`config.mk`:
```
export PLATFORM = sky130hd
export DESIGN_NAME = sprite_linebuf_ctrl
export DESIGN_NICKNAME = d
export VERILOG_FILES = /design/src/rtl/sprite_linebuf_ctrl_pkg.sv /design/src/rtl/sprite_linebuf_ctrl_erase_timer.sv /design/src/rtl/sprite_linebuf_ctrl.sv
export SDC_FILE = /design/constraint.sdc
export NUM_CORES = 1
export LEC_CHECK = 0
export ABC_AREA = 0
export BUFFER_PORTS_ARGS = -buffer_cell sky130_fd_sc_hd__buf_2
export CAP_MARGIN = 10
export CORE_ASPECT_RATIO = 1.25
export CORE_UTILIZATION = 30
export CTS_CLUSTER_DIAMETER = 30
export CTS_CLUSTER_SIZE = 28
export DETAILED_ROUTE_END_ITERATION = 6
export HOLD_SLACK_MARGIN = 0.05
export PLACE_DENSITY_LB_ADDON = 0.05
export SYNTH_ARGS = -nofsm -noshare
export SYNTH_HDL_FRONTEND = slang
export SYNTH_HIERARCHICAL = 1
export SYNTH_SLANG_ARGS = --single-unit
```
`constraint.sdc`:
```
create_clock -name clk -period 5.7 [get_ports clk]
set_input_delay 0.57 -clock clk [delete_from_list [all_inputs] [get_ports clk]]
set_output_delay 0.57 -clock clk [all_outputs]
set_load 0.05 [all_outputs]
```
`src/rtl/sprite_linebuf_ctrl_pkg.sv`:
```
// Shared definitions for the sprite line-buffer controller: FSM encoding and buffer geometry.
package sprite_linebuf_ctrl_pkg;

  typedef enum logic [1:0] {
    StIdle     = 2'd0,
    StRender   = 2'd1,
    StDoneWait = 2'd2
  } sprite_state_e;

  localparam int unsigned LinePixels         = 640;
  localparam int unsigned LineBanks          = 4;
  // One erase clears one pixel per bank per cycle.
  localparam int unsigned DefaultEraseCycles = LinePixels / LineBanks;

endpackage

```
`src/rtl/sprite_linebuf_ctrl_erase_timer.sv`:
```
// Erase timer: a load pulse restarts a down-counter that mirrors the line-buffer erase.
// start_o pulses the cycle after load, busy_o covers ERASE_CYCLES cycles from that point,
// done_o flags the last busy cycle unless a reload arrives in it.
module sprite_linebuf_ctrl_erase_timer
  import sprite_linebuf_ctrl_pkg::*;
#(
  parameter int unsigned ERASE_CYCLES = DefaultEraseCycles
) (
  input  logic clk,
  input  logic rst,
  input  logic load_i,
  output logic start_o,
  output logic busy_o,
  output logic done_o
);

  localparam int unsigned CntW = $clog2(ERASE_CYCLES + 1);
  localparam logic [CntW-1:0] LoadVal = CntW'(ERASE_CYCLES);

  logic [CntW-1:0] cnt_q, cnt_d;
  logic            start_q;

  // Next count: reload wins, otherwise count down to zero and hold.
  always_comb begin
    cnt_d = cnt_q;
    if (load_i) begin
      cnt_d = LoadVal;
    end else if (cnt_q != '0) begin
      cnt_d = cnt_q - CntW'(1);
    end
  end

  // Counter and start pulse state.
  always_ff @(posedge clk or posedge rst) begin
    if (rst) begin
      cnt_q   <= '0;
      start_q <= 1'b0;
    end else begin
      cnt_q   <= cnt_d;
      start_q <= load_i;
    end
  end

  assign start_o = start_q;
  assign busy_o  = (cnt_q != '0);
  assign done_o  = (cnt_q == CntW'(1)) && !load_i;

endmodule

```
`src/rtl/sprite_linebuf_ctrl.sv`:
```
// Sprite line-buffer sequencer: ping-pong select, renderer start/abort handshakes,
// deferred swap while the composer-side erase is still running, and overrun status.
module sprite_linebuf_ctrl
  import sprite_linebuf_ctrl_pkg::*;
#(
  parameter int unsigned ERASE_CYCLES = DefaultEraseCycles,
  parameter int unsigned CNT_W        = 8
) (
  input  logic             clk,
  input  logic             rst,
  input  logic             enable_i,
  input  logic             line_start_i,
  input  logic             composer_line_end_i,
  input  logic             renderer_done_i,
  input  logic             status_clear_i,
  output logic             active_render_buffer_o,
  output logic             renderer_start_o,
  output logic             renderer_abort_o,
  output logic             composer_erase_start_o,
  output logic             erase_busy_o,
  output logic             swap_pending_o,
  output logic [CNT_W-1:0] overrun_cnt_o,
  output logic             erase_late_o
);

  sprite_state_e    state_q, state_d;
  logic             act_q, act_d;
  logic             start_q, start_d;
  logic             abort_q, abort_d;
  logic             pending_q, pending_d;
  logic             start_pend_q, start_pend_d;
  logic [CNT_W-1:0] overrun_q, overrun_d;
  logic             late_q, late_d;

  logic erase_busy, erase_done;
  logic waiting, new_swap, in_render, abort_ev, overrun_ev, swap_new_now, swap_late_now;

  sprite_linebuf_ctrl_erase_timer #(
    .ERASE_CYCLES (ERASE_CYCLES)
  ) u_erase_timer (
    .clk     (clk),
    .rst     (rst),
    .load_i  (composer_line_end_i),
    .start_o (composer_erase_start_o),
    .busy_o  (erase_busy),
    .done_o  (erase_done)
  );

  // Decode line events and compute every next-state value for the single state register block.
  always_comb begin
    // A deferred swap is only outstanding while the erase it waits for is still running.
    waiting       = pending_q & erase_busy;
    new_swap      = line_start_i & ~waiting;
    in_render     = (state_q == StRender);
    abort_ev      = line_start_i & in_render & ~renderer_done_i & ~waiting;
    overrun_ev    = abort_ev | (line_start_i & waiting);
    swap_new_now  = new_swap & (~erase_busy | erase_done);
    swap_late_now = waiting & erase_done;

    state_d = state_q;
    unique case (state_q)
      StIdle:     if (line_start_i && enable_i) state_d = StRender;
      StRender: begin
        if (line_start_i)         state_d = enable_i ? StRender : StIdle;
        else if (renderer_done_i) state_d = StDoneWait;
      end
      StDoneWait: if (line_start_i) state_d = enable_i ? StRender : StIdle;
      default:    state_d = StIdle;
    endcase

    // Latest line_start decides whether the eventual swap also starts the renderer.
    start_pend_d = line_start_i ? enable_i : start_pend_q;

    act_d   = (swap_new_now | swap_late_now) ? ~act_q : act_q;
    start_d = swap_new_now ? enable_i : (swap_late_now & start_pend_d);
    abort_d = abort_ev;

    // Pending stays up through the swap cycle and drops once the erase has finished.
    pending_d = pending_q;
    if (new_swap && erase_busy)          pending_d = 1'b1;
    else if (pending_q && !erase_busy)   pending_d = 1'b0;

    overrun_d = overrun_q;
    if (status_clear_i) overrun_d = '0;
    else if (overrun_ev && (overrun_q != {CNT_W{1'b1}})) overrun_d = overrun_q + CNT_W'(1);

    late_d = late_q;
    if (status_clear_i)               late_d = 1'b0;
    else if (new_swap && erase_busy)  late_d = 1'b1;
  end

  // FSM, select, registered pulses and status.
  always_ff @(posedge clk or posedge rst) begin
    if (rst) begin
      state_q      <= StIdle;
      act_q        <= 1'b0;
      start_q      <= 1'b0;
      abort_q      <= 1'b0;
      pending_q    <= 1'b0;
      start_pend_q <= 1'b0;
      overrun_q    <= '0;
      late_q       <= 1'b0;
    end else begin
      state_q      <= state_d;
      act_q        <= act_d;
      start_q      <= start_d;
      abort_q      <= abort_d;
      pending_q    <= pending_d;
      start_pend_q <= start_pend_d;
      overrun_q    <= overrun_d;
      late_q       <= late_d;
    end
  end

  assign active_render_buffer_o = act_q;
  assign renderer_start_o       = start_q;
  assign renderer_abort_o       = abort_q;
  assign erase_busy_o           = erase_busy;
  assign swap_pending_o         = pending_q;
  assign overrun_cnt_o          = overrun_q;
  assign erase_late_o           = late_q;

endmodule

```
### Yosys cells after proc, flatten, opt, wreduce, memory -nomap -nowiden

Cells that the tools add are included.

* bits in registers: 25
* input bits: 7
* word-level logic and storage cells: 65

* add/subtract/negate cells: 2
* eq/ne operators: 7
* mux-type cells: 16
* bitwise operators: 16
* reduce and logical (&&, ||, !) cells: 14

Operator list (count)
* 8-bit two-way mux: 4
* 1-bit bitwise AND: 9
* 8-bit by 1-bit adder with 8-bit output, second input constant: 1
* 8-bit by 1-bit equality test with 1-bit output, second input constant: 1
* 2-bit two-way mux: 4
* 8-bit inequality test, second input constant: 1
* 2-bit nonzero test: 4
* 8-bit nonzero test: 1
* 8-bit by 1-bit subtractor with 8-bit output, second input constant: 1
* 1-bit two-way mux: 7
* 2-bit one-hot mux with 3 select lines: 1
* 1-bit logical AND: 5
* 2-bit inequality test, second input constant: 2
* 1-bit inverter: 4
* 3-bit inequality test, second input constant: 1
* 1-bit bitwise OR: 3
* 3-bit AND reduction: 1
* 2-bit by 1-bit equality test with 1-bit output, second input constant: 1
* 2-bit equality test, second input constant: 1
* 1-bit zero test: 2
* 2-bit zero test: 1

### Longest topological paths before layout

Gate-level depths: netlist of run 1.

* word-level depth: 8
* gate-level depth with buffers: 10
* depth with buffers taken out: 8

### Hierarchy

The synthesis of run 1 kept the hierarchy.

Modules (own cells, without submodules)
* sprite_linebuf_ctrl: times used 1, cells an instance 79, area an instance 805.8 µm², sequential area each 400.4 µm²
* sprite_linebuf_ctrl_erase_timer: times used 1, cells an instance 57, area an instance 536.8 µm², sequential area each 225.2 µm²

### Least setup slack after synthesis of run 1

No wires, ideal clock.

* kind: register -> register
* from: reg u_erase_timer.cnt_q[0]
* to: reg overrun_q[6] (netlist: overrun_cnt_o[6])
* arrival: 2467 ps
* data required time: 5613 ps
* setup slack: 3147 ps
* cell stages (with the launch flop): 11
* buffers on the path: 2
* period minus slack after synthesis: 2553 ps
* cells stage by stage: dfrtp_1 > clkbuf_1 > inv_1 > ha_1 > or4b_4 > buf_6 > or2_4 > and2_2 > o21a_2 > and4b_1 > nor3_1

* longest elaborated chain between the ends: 7
* elaborated cells between the ends (all ways): 8

Ends and longest elaborated chain
* from (decl): line sprite_linebuf_ctrl_erase_timer.sv:20 `logic [CntW-1:0] cnt_q, cnt_d;`
* from (signal assigned): line sprite_linebuf_ctrl_erase_timer.sv:39 `cnt_q <= cnt_d;`
* 8-bit nonzero test *: line sprite_linebuf_ctrl_erase_timer.sv:45 `assign busy_o = (cnt_q != '0);`
* named net erase_busy_o: line sprite_linebuf_ctrl.sv:20 `output logic erase_busy_o,`
* 1-bit bitwise AND *: line sprite_linebuf_ctrl.sv:52 `waiting = pending_q & erase_busy;`
* 1-bit inverter: line sprite_linebuf_ctrl.sv:55 `abort_ev = line_start_i & in_render & ~renderer_done_i & ~waiting;`
* 1-bit bitwise AND: line sprite_linebuf_ctrl.sv:55
* 1-bit bitwise OR *: line sprite_linebuf_ctrl.sv:56 `overrun_ev = abort_ev | (line_start_i & waiting);`
* 1-bit logical AND *: line sprite_linebuf_ctrl.sv:85 `else if (overrun_ev && (overrun_q != {CNT_W{1'b1}})) overrun_d = overrun_q + CNT_W'(1);`
* 2-bit nonzero test (no line) *
* to (signal assigned): line sprite_linebuf_ctrl.sv:110 `overrun_q <= overrun_d;`
* to (decl): line sprite_linebuf_ctrl.sv:32 `logic [CNT_W-1:0] overrun_q, overrun_d;`

Mark *: on every way through the listed nets, which the timed path passes. The rest lies on a longest branch.
A chain may end at the register's enable or synchronous reset.

### Final worst setup path of run 1

* from: reg u_erase_timer.cnt_q[0]
* to: out erase_busy_o

* longest elaborated chain between the ends: 1

Ends and longest elaborated chain (line)
* 8-bit nonzero test: sprite_linebuf_ctrl_erase_timer.sv:45
* to (decl): sprite_linebuf_ctrl.sv:20

No other way between the ends.

==> results of run 1 <==
-- metal layers --
layer / vias up / GRT usage, % / share of wire [%]
met5: - / 0 / 0
met1: 528 / 16.1 / 44
li1: 540 / - / -
met2: 11 / 23.9 / 54
met3: 2 / 2.02 / 1.7
met4: 0 / 3.33 / 0.55
-- critical path, cell delays in order (launching register included) --
cell and delay (ns):
dfrtp_1 0.48, inv_1 0.12, ha_1 0.14, or4b_4 0.53, or2_4 0.31, buf_2 0.22
-- final timing paths --
check / startpoint / end / slack (ns) / cells past startpoint
hold reg to reg: active_render_buffer_o / active_render_buffer_o / 0.50 / 1
setup / recovery: u_erase_timer/cnt_q[0] / erase_busy_o / 3.07 / 5
setup reg to reg: u_erase_timer/cnt_q[0] / overrun_cnt_o[6] / 3.16 / 8
hold / removal: rst / u_erase_timer/start_o / 0.27 / 2
max in group asynchronous: rst / overrun_cnt_o[4] / 4.90 / 2
min in group clk: active_render_buffer_o / active_render_buffer_o / 0.50 / 1
-- where the power goes --
group | internal [W] | switching (W) | total [W] | leakage, nW
Sequential | 0.000192 | 0.0000178 | 0.000209 | 0.320
Clock | 0.0000499 | 0.0000541 | 0.000104 | 0.0228
Combinational | 0.0000290 | 0.0000541 | 0.0000831 | 0.335
-- kinds of logic after synthesis --
logic type	count (synthesis)
xor+xnor	2
compound gates	35
simple gates	54
fa+ha+maj	4
flops	25
mux	2
buf+inv	14
-- cell usage after synthesis (all sizes together), types with 3 or more instances --
cell / number
a21oi: 8
a41oi: 3
and3: 3
buf: 3
clkbuf: 4
dfrtp: 25
ha: 4
inv: 7
nand2: 10
nand3: 4
nor2: 6
nor3: 11
o21a: 3
o21ai: 6
o31ai: 3
or3: 3
-- through the flow --
step                setup slack, ns  instances  utilization, %  power [W]  hold WS, ns
floorplan                      3.15        136               -   0.000275        0.398
global placement               3.29        206            35.3   0.000297        0.459
detailed placement             3.20        206            35.3   0.000297        0.481
CTS                            3.08        210            36.4   0.000404        0.280
global route                   3.00        210            36.4   0.000421        0.305
finish                         3.07        210            36.4   0.000397        0.266
-- cells in the final DEF (no fill, tap or decap), types with 4 or more instances in the layout --
master,instances
dfrtp_1,25
buf_2,21
nor3_1,11
nand2_1,10
a21oi_1,8
inv_1,7
nor2_1,6
o21ai_0,5
nand3_1,4
ha_1,4
-- layout make-up --
type | count | area, um2
multi-input combinational | 97 | 656
fill | 425 | 2670
timing repair buffer | 21 | 105
tap | 56 | 70.1
inverter | 7 | 26.3
clock buffer | 4 | 45.0
sequential | 25 | 626
-- registers in the layout, indices dropped and copies added, names as in the netlist --
signal and count:
state_q 2, active_render_buffer_o 1, u_erase_timer/start_o 1, start_pend_q 1, renderer_start_o 1, erase_late_o 1, overrun_cnt_o 8, u_erase_timer/cnt_q 8
renderer_abort_o 1, swap_pending_o 1
==> metrics.md, run 1 <==
| Metric | Value |
|---|---|
| Vias/cell | `5.15` |
| Sequential share of the synthesized area | `between 40% and 50%` |
| Clock slew at reported path FFs | `0.09 ns` |
| Mux cell area share after synthesis | `1.58%` |
| Largest net degree at the start of global routing | `17` |
| Ports | `22` |
| Dominant cell type by area after synthesis | `dfrtp_1` |
| Crit path launch type | `flip-flop` |
| PwrDens | `roughly 260 mW/mm2` |
| Crit end category | `primary output` |
| Net count after synthesis | `147` |
| Inserted Clock Buffers | `3` |
| Die X | `61.8 um` |
| Worst-Skew Late Latency | `0.26 ns` |
| Synth unique cells | `47` |
| # rows | `26` |
| Synth Instances | `136` |
| Root buffer cell | `clkbuf_8` |
| CP Max Fanout | `10` |
| Vias in the first global route | `1051` |
| Post-CTS sizing | `0` |
| DRC violations left | `0` |
| Total global-route track usage | `between 10 and 15%` |
| Final setup violation count | `0` |
| Mapped Area | `0.00134 mm2` |
| Yosys warns | `6` |
| Yosys top cell area share | `46.6%` |
| DRT iter0 DRCs | `slightly below 70` |
| Synth async-reset ratio | `100%` |
| Starting Density | `32.0%` |
| Fin area | `between 0.0015 and 0.002 mm2` |
| Largest vdd supply drop | `93.2 uV` |
| Die area | `0.00475 mm2` |
| Worst slew pin tran | `0.642 ns` |
| Compound-cell area share of the yosys netlist | `18.5%` |
| Cts hold-fix bufs | `0` |
| HPWL after DPL | `2190 um` |
| P&R area growth vs syn | `13.8%` |
| Total core area | `0.00420 mm2` |
| Simple-Gate Fraction of Synth Area | `approximately a quarter` |
| Postcts setup bufs | `0` |
| Synth Area in XOR/XNOR | `1.30%` |
| Sink Count | `25` |
| Drt total wl | `2930 um` |
| Crit path kind | `flip-flop to primary output` |
| Crit path time final | `2.63 ns` |
| Antenna diode count | `0` |
| Worst-case clock buffer depth | `2` |
| Via Count | `1081` |
| Clock skew | `0.00518 ns` |
| Post-synth EDFFs | `0` |
| Final setup TNS | `0 ns` |
| Share of cells above drive strength 1 | `22.1%` |
| Syn_area_per_cell | `9.87 um2` |
| Area contributors post-synth | `dfrtp_1, nor3_1, ha_1` |
| Flop and latch count out of synthesis | `25` |
| CTS tree | `built` |
| Final period utilization | `46.2%` |
| RSZ-0062 raised after global routing | `no` |
| Worst EP required | `5.13 ns` |
| Leakage | `between 0.6 and 0.7 nW` |
| ANT nets after route | `0` |
| H-tree levels | `1` |
| Slew Viols, Final | `0` |
| Placed Area | `0.00148 mm2` |
| Remaining Overflow, GRT | `0` |
| Slew headroom | `a little under three fifths` |
| Final hold vios | `0` |
| TritonRoute pass-1 iters | `4` |
| Max Cap Violations | `0` |
| Top_reg_cell synth | `dfrtp_1` |
| Initial antenna violation count | `0` |
| Maximum achievable frequency | `380 MHz` |
| Synth Area in Adders | `between 3 and 4%` |
| GPL Wtd Cong | `0.806` |
| Status | `finished clean` |
| Wire length per cell | `approximately 14 um` |
| Arrival time worst endpoint | `2.06 ns` |
| Largest family of logic cells by synthesized area | `simple AND/OR/NAND/NOR gates` |
| First-pass GRT wire length | `just under 5000 um` |
| Hold crit path type | `input port to async pin` |
| Final #Nets | `roughly 170` |
| Die Y | `76.8 um` |
| Port-buffer cells | `21` |
Power figures use the tool's default switching activity.
==> run 2, diff against run 1 <==
--- a/config.mk
+++ b/config.mk
@@ -5,7 +5,7 @@
 export SDC_FILE = /design/constraint.sdc
 export NUM_CORES = 1
 export LEC_CHECK = 0
-export ABC_AREA = 0
+export ABC_AREA = 1
 export BUFFER_PORTS_ARGS = -buffer_cell sky130_fd_sc_hd__buf_2
 export CAP_MARGIN = 10
 export CORE_ASPECT_RATIO = 1.25
==> constraint.sdc (replaced) <==
create_clock -name clk -period 2.1 [get_ports clk]
set_input_delay 0.21 -clock clk [delete_from_list [all_inputs] [get_ports clk]]
set_output_delay 0.21 -clock clk [all_outputs]
set_load 0.05 [all_outputs]
==> run 2 against run 1 <==
Against the previous run:
- clock skew decreased by 0.0017 ns
- register-to-register slack got worse by 2.9 ns
- sequential share of layout area decreased by 3.9 points
- core utilization decreased by 0.45 points
- wire length increased by 1.5%
- synthesized cell count increased by 40%
- first-iteration DRC count decreased by 54%
- worst setup slack got worse by 2.8 ns
- total power increased to 2.8 times the previous value
- critical endpoint is now overrun_cnt_o[5]
- largest power group unchanged
==> metrics.md, run 2 <==
| Metric | Value |
|---|---|
| CTS tree | `built` |
| Remaining Overflow, GRT | `0` |
| Crit path launch type | `flip-flop` |
| # rows | `28` |
| TritonRoute pass-1 iters | `4` |
| Maximum achievable frequency | `543 MHz` |
| Worst slew pin tran | `0.628 ns` |
| Ports | `22` |
| Synth top cells by count | `nand2_1, dfrtp_1, nand3_1` |
| Flop2flop setup slack | `0.26 ns` |
| CP Max Fanout | `11` |
| Die Y | `80.0 um` |
| Crit end category | `flip-flop` |
| CP max-delay cell | `dfrtp_1` |
| Post-Route Utilization | `between 30% and 40%` |
| Total global-route track usage | `13.0%` |
| Via Count | `1207` |
| Largest vdd supply drop | `307 uV` |
| Final hold vios | `0` |
| HPWL after DPL | `2420 um` |
| Leading cell type in the layout, fill and taps excluded | `nand2_1` |
| Comb pwr share | `about a quarter` |
| Critical path buffer and inverter count | `2` |
| Seq pwr share | `49.6%` |
| Final period utilization | `between 80 and 90%` |
| Area contributors post-synth | `dfrtp_1, nand2_1, nand3_1` |
| Worst path max stage delay | `0.40 ns` |
| Yosys top cell area share | `42.8%` |
| ANT nets after route | `0` |
| Die area | `between 0.005 and 0.006 mm2` |
| GPL Wtd Cong | `0.771` |
| Synth async-reset ratio | `100%` |
| Flop and latch count out of synthesis | `25` |
| Family with the most delay on the worst path | `simple AND/OR/NAND/NOR gates` |
| Slew headroom | `between 50% and 60%` |
| Clock power share | `24.7%` |
| Fin area | `0.00169 mm2` |
| Switching Fraction | `between 30% and 40%` |
| Wire length per cell | `~11 um` |
| Commonest cells after routing, fill and taps aside | `nand2_1, dfrtp_1, nand3_1` |
| Vias/cell | `4.41` |
| Drt total wl | `around 3000 um` |
| Placed Area | `0.00163 mm2` |
| Inserted Clock Buffers | `3` |
| Int Pwr | `0.000736 W` |
| Crit path cell chain | `inv_1 > ha_1 > inv_1 > nor2_4 > nand2_2 > nand2_1 > nand2_1 > nand3_4 > nand2_1 > nand2_1 > nand2_1` |
| Net count after synthesis | `201` |
| Antenna diode count | `0` |
| Final setup TNS | `0 ns` |
| H-tree levels | `1` |
| Die X | `64.4 um` |
| Final #Nets | `226` |
| Cell with the most instances after synthesis | `nand2_1` |
| Clock slew at reported path FFs | `around 0.080 ns` |
| Vias in the first global route | `1169` |
| Syn_area_per_cell | `around 7.7 um2` |
| Worst-case clock buffer depth | `2` |
| Synth unique cells | `28` |
| Multi-input gate area in the final layout | `approximately 730 um2` |
| Worst-Skew Late Latency | `0.26 ns` |
| Root buffer cell | `clkbuf_8` |
| Sink Count | `25` |
| Total core area | `~0.0047 mm2` |
| DRC violations left | `0` |
| P&R area growth vs syn | `15.5%` |
| Crit path kind | `flip-flop to flip-flop` |
| Dominant cell type by area after synthesis | `dfrtp_1` |
| Crit path top cell by count | `nand2_1` |
| DRT iter0 DRCs | `31` |
| Sw Pwr | `between 0.0003 and 0.0004 W` |
| First-pass GRT wire length | `5130 um` |
| Hold crit path type | `input port to flip-flop` |
| Sequential share of the synthesized area | `42.8%` |
| Synth Instances | `190` |
| Leakage | `0.832 nW` |
| Max Cap Violations | `0` |
| Initial antenna violation count | `0` |
| Starting Density | `31.1%` |
| Worst EP required | `2.25 ns` |
| Worst hold slack | `0.125 ns` |
| Share of cells above drive strength 1 | `26.6%` |
| Fill cells | `540` |
| PwrDens | `661 mW/mm2` |
| Mapped Area | `0.00146 mm2` |
| Largest net degree at the start of global routing | `17` |
| Port-buffer cells | `21` |
| Top_reg_cell synth | `dfrtp_1` |
| Final setup violation count | `0` |
| Register area | `626 um2` |
| Post-synth EDFFs | `0` |
| Arrival time worst endpoint | `between 1.5 and 2 ns` |
| Status | `finished clean` |
| RSZ-0062 raised after global routing | `no` |
| Slew Viols, Final | `0` |
| Yosys warns | `6` |
| Clock skew | `~0.0034 ns` |
| Crit path time final | `1.84 ns` |
## run 2: metrics by stage
step	cells	setup WS, ns	total power (W)
floorplan	190	0.310	0.000789
global placement	269	0.254	0.000850
detailed placement	269	0.180	0.000851
CTS	274	0.172	0.00115
global route	274	0.0443	0.00120
finish	274	0.258	0.00112
## run 2: kinds of logic (layout without fill, tap and decap cells)
logic type	after synthesis	after routing	synth area share [%]
AND/OR/NAND/NOR	122	122	40.7
flip-flops	25	25	42.8
XOR/XNOR	2	2	1.20
AO/OA/AOI/OAI	9	9	3.94
adder cells (fa/ha/maj)	4	4	3.42
buffers and inverters	28	52	7.96
## run 2: layer usage
metal	up-vias	GRT usage [%]	part of all wire (%)
li1	640	-	-
met1	553	14.2	41
met2	12	24.8	56
met3	2	1.86	2.2
met4	0	4.67	0.77
met5	-	0	0
## run 2: path summary, 6_finish.rpt
path	from	end	depth (start not counted)
max	u_erase_timer/cnt_q[1]	overrun_cnt_o[5]	11
min	composer_line_end_i	u_erase_timer/start_o	1
max reg2reg	u_erase_timer/cnt_q[1]	overrun_cnt_o[5]	11
min reg2reg	active_render_buffer_o	active_render_buffer_o	1
max in group asynchronous	rst	overrun_cnt_o[1]	3
min in group asynchronous	rst	u_erase_timer/cnt_q[7]	3
## run 2: repair_timing
| item | in CTS | in global routing |
|---|---|---|
| hold endpoints to repair | 25 | 0 |
| setup buffers | 0 | 0 |
| gates resized for setup | 0 | 1 |
| setup endpoints to repair | 0 | 2 |
| hold buffers | 1 | 0 |
## run 2: area by class of cell
cell class | count | area share, %
clock buffer | 4 | 2.67
tap | 60 | 4.45
inverter | 26 | 5.93
multi-input combinational | 137 | 43.1
timing repair buffer | 22 | 6.82
sequential | 25 | 37.1
## run 2: power by group through the flow
stage	combinational, W	sequential [W]	clock, W
after floorplan	0.000176	0.000613	0
after detailed placement	0.000287	0.000564	0
final	0.000286	0.000554	0.000276
after CTS	0.000289	0.000555	0.000304
after global routing	0.000322	0.000561	0.000316
after global placement	0.000287	0.000564	0
## run 2: worst reg2reg max path, cell delays in order, from the launching register on
cell and delay, ns:
dfrtp_1 0.40, inv_1 0.14, ha_1 0.16, inv_1 0.06, nor2_4 0.14, nand2_2 0.12, nand2_1 0.14, nand2_1 0.12
nand3_4 0.14, nand2_1 0.15, nand2_1 0.10, nand2_1 0.05
==> run 3, diff against run 2 <==
--- a/config.mk
+++ b/config.mk
@@ -8,7 +8,8 @@
 export ABC_AREA = 1
 export BUFFER_PORTS_ARGS = -buffer_cell sky130_fd_sc_hd__buf_2
 export CAP_MARGIN = 10
-export CORE_ASPECT_RATIO = 1.25
+export CORE_ASPECT_RATIO = 0.7
+export CORE_MARGIN = 10
 export CORE_UTILIZATION = 30
 export CTS_CLUSTER_DIAMETER = 30
 export CTS_CLUSTER_SIZE = 28
==> run 3 against run 2 <==
Against the previous run:
- critical endpoint unchanged
- critical path type unchanged
- die area grew 57%
- largest power group unchanged
- total power grew 0.67%
- first-iteration DRC count increased by 120%
- clock-buffer cell count is the same
- critical path depth stayed put
- fmax decreased by 0.68%
- register-to-register slack hardly changed
- sequential power about the same
- via count grew 0.66%
==> metrics.md, run 3 (synthesis gave the netlist of run 2 again) <==
| Metric | Value |
|---|---|
| Die X | `103 um` |
| # rows | `21` |
| Switching Fraction | `34.6%` |
| Post-CTS sizing | `0` |
| PwrDens | `664 mW/mm2` |
| P&R area growth vs syn | `15.8%` |
| CTS tree | `built` |
| Pre-CTS setup slack | `0.243 ns` |
| ANT nets after route | `0` |
| Crit path time final | `1.85 ns` |
| TritonRoute pass-1 iters | `4` |
| Final period utilization | `between 80 and 90%` |
| Worst Hold Launch | `composer_line_end_i` |
| First element of the critical path | `u_erase_timer/cnt_q[1]` |
| Total power | `0.00112 W` |
| Antenna diode count | `0` |
| Clock power share | `25.0%` |
| Final non-filler cell total | `283` |
| Crit path kind | `flip-flop to flip-flop` |
| Clock skew | `0.00121 ns` |
| Max Cap Violations | `0` |
| Share of cells above drive strength 1 | `roughly a quarter` |
| Die area | `~0.0081 mm2` |
| Placed cell count | `278` |
| Vias/cell | `4.29` |
| CP Max Fanout | `11` |
| Root buffer cell | `clkbuf_8` |
| Crit path cell chain | `inv_1 > ha_1 > inv_1 > nor2_4 > nand2_2 > nand2_1 > nand2_1 > nand3_2 > nand2_1 > nand2_1 > nand2_1` |
| RR Startpoint | `u_erase_timer/cnt_q[1]` |
| Initial antenna violation count | `0` |
| Worst path max stage delay | `between 0.3 and 0.4 ns` |
| Cts hold-fix bufs | `1` |
| Total core area | `roughly 0.0048 mm2` |
| HPWL after DPL | `2560 um` |
| GPL Wtd Cong | `0.799` |
| Slew Viols, Final | `0` |
| Leakage | `0.831 nW` |
| Fin area | `0.00169 mm2` |
| Via Count | `1215` |
| Crit end category | `flip-flop` |
| Sink Count | `25` |
| Comb pwr share | `25.6%` |
| Int Pwr | `approximately 0.00074 W` |
| Setup ws final | `around 0.25 ns` |
| Worst EP required | `2.26 ns` |
| Final hold vios | `0` |
| Die Y | `78.4 um` |
| Vias in the first global route | `1137` |
| Worst-Skew Late Latency | `0.26 ns` |
| Status | `finished clean` |
| Final #Nets | `approximately 230` |
| Final setup TNS | `0 ns` |
| Crit path launch type | `flip-flop` |
| Sw Pwr | `0.000388 W` |
| First-pass GRT wire length | `between 5000 and 6000 um` |
| Final setup violation count | `0` |
| Commonest cells after routing, fill and taps aside | `nand2_1, dfrtp_1, nand3_1` |
| Seq pwr share | `roughly 50%` |
| CP max-delay cell | `dfrtp_1` |
| Largest vdd supply drop | `approximately 300 uV` |
| Total global-route track usage | `8.48%` |
| Largest net degree at the start of global routing | `17` |
| Ports | `22` |
| H-tree levels | `1` |
| Crit path top cell by count | `nand2_1` |
| Postcts setup bufs | `0` |
| Drt total wl | `3230 um` |
| Worst-case clock buffer depth | `2` |
| RSZ-0062 raised after global routing | `no` |
| Leading cell type in the layout, fill and taps excluded | `nand2_1` |
| Maximum achievable frequency | `539 MHz` |
| Port-buffer cells | `21` |
| Inserted Clock Buffers | `3` |
| Slew headroom | `57.2%` |
| Remaining Overflow, GRT | `0` |
| Starting Density | `30.7%` |
| DRT iter0 DRCs | `67` |
| Arrival time worst endpoint | `about 2.0 ns` |
| Worst slew pin tran | `0.642 ns` |
| Hold crit path type | `input port to flip-flop` |
| Clock slew at reported path FFs | `~0.080 ns` |
| Placed Area | `0.00164 mm2` |
| DRC violations left | `0` |
| Wire length per cell | `11.4 um` |
[run 3: final timing paths]
kind                                     endpoint  slack, ns  cells past startpoint
setup / recovery                 overrun_cnt_o[5]       0.25                     11
hold / removal              u_erase_timer/start_o       0.12                      1
setup reg to reg                 overrun_cnt_o[5]       0.25                     11
hold reg to reg            active_render_buffer_o       0.47                      1
max in group asynchronous          swap_pending_o       1.11                      3
min in group asynchronous  u_erase_timer/cnt_q[1]       0.46                      3
[run 3: power groups by stage]
stage	logic (W)	registers (W)	clock network (W)
3_3_place_gp	0.000289	0.000564	0
6_report	0.000287	0.000555	0.000281
2_1_floorplan	0.000176	0.000613	0
4_1_cts	0.000290	0.000556	0.000303
5_1_grt	0.000322	0.000562	0.000324
3_5_place_dp	0.000288	0.000565	0
[run 3: per-stage QoR]
stage	util (%)	hold slack (ns)
after CTS	35.6	0.112
after detailed placement	34.4	0.211
after floorplan	-	0.0379
final	35.6	0.125
after global routing	35.6	0.107
after global placement	34.4	0.215
[run 3: per-layer routing]
metal | routed length [um] | vias up | global-route usage [%] | part of all wire (%)
met1 | 1750 | 552 | 12.2 | 54
met3 | 180 | 2 | 3.32 | 5.6
li1 | - | 643 | - | -
met4 | 23 | 0 | 2.08 | 0.71
met5 | 0 | - | 0 | 0
met2 | 1270 | 18 | 11.4 | 39
[run 3: cell type report]
type | count | area [um2]
timing repair buffer | 22 | 115
multi-input combinational | 137 | 719
sequential | 25 | 626
clock buffer | 4 | 45.0
inverter | 26 | 100
tap | 69 | 86.3
fill | 518 | 3060
[run 3: worst max-delay path, delay by kind of cell, from the launching register on]
kind,cells,cell delay [ns]
DFF,1,0.39
buffers and inverters,2,0.19
and+or+nand+nor,8,1.02
adders and majority gates,1,0.16
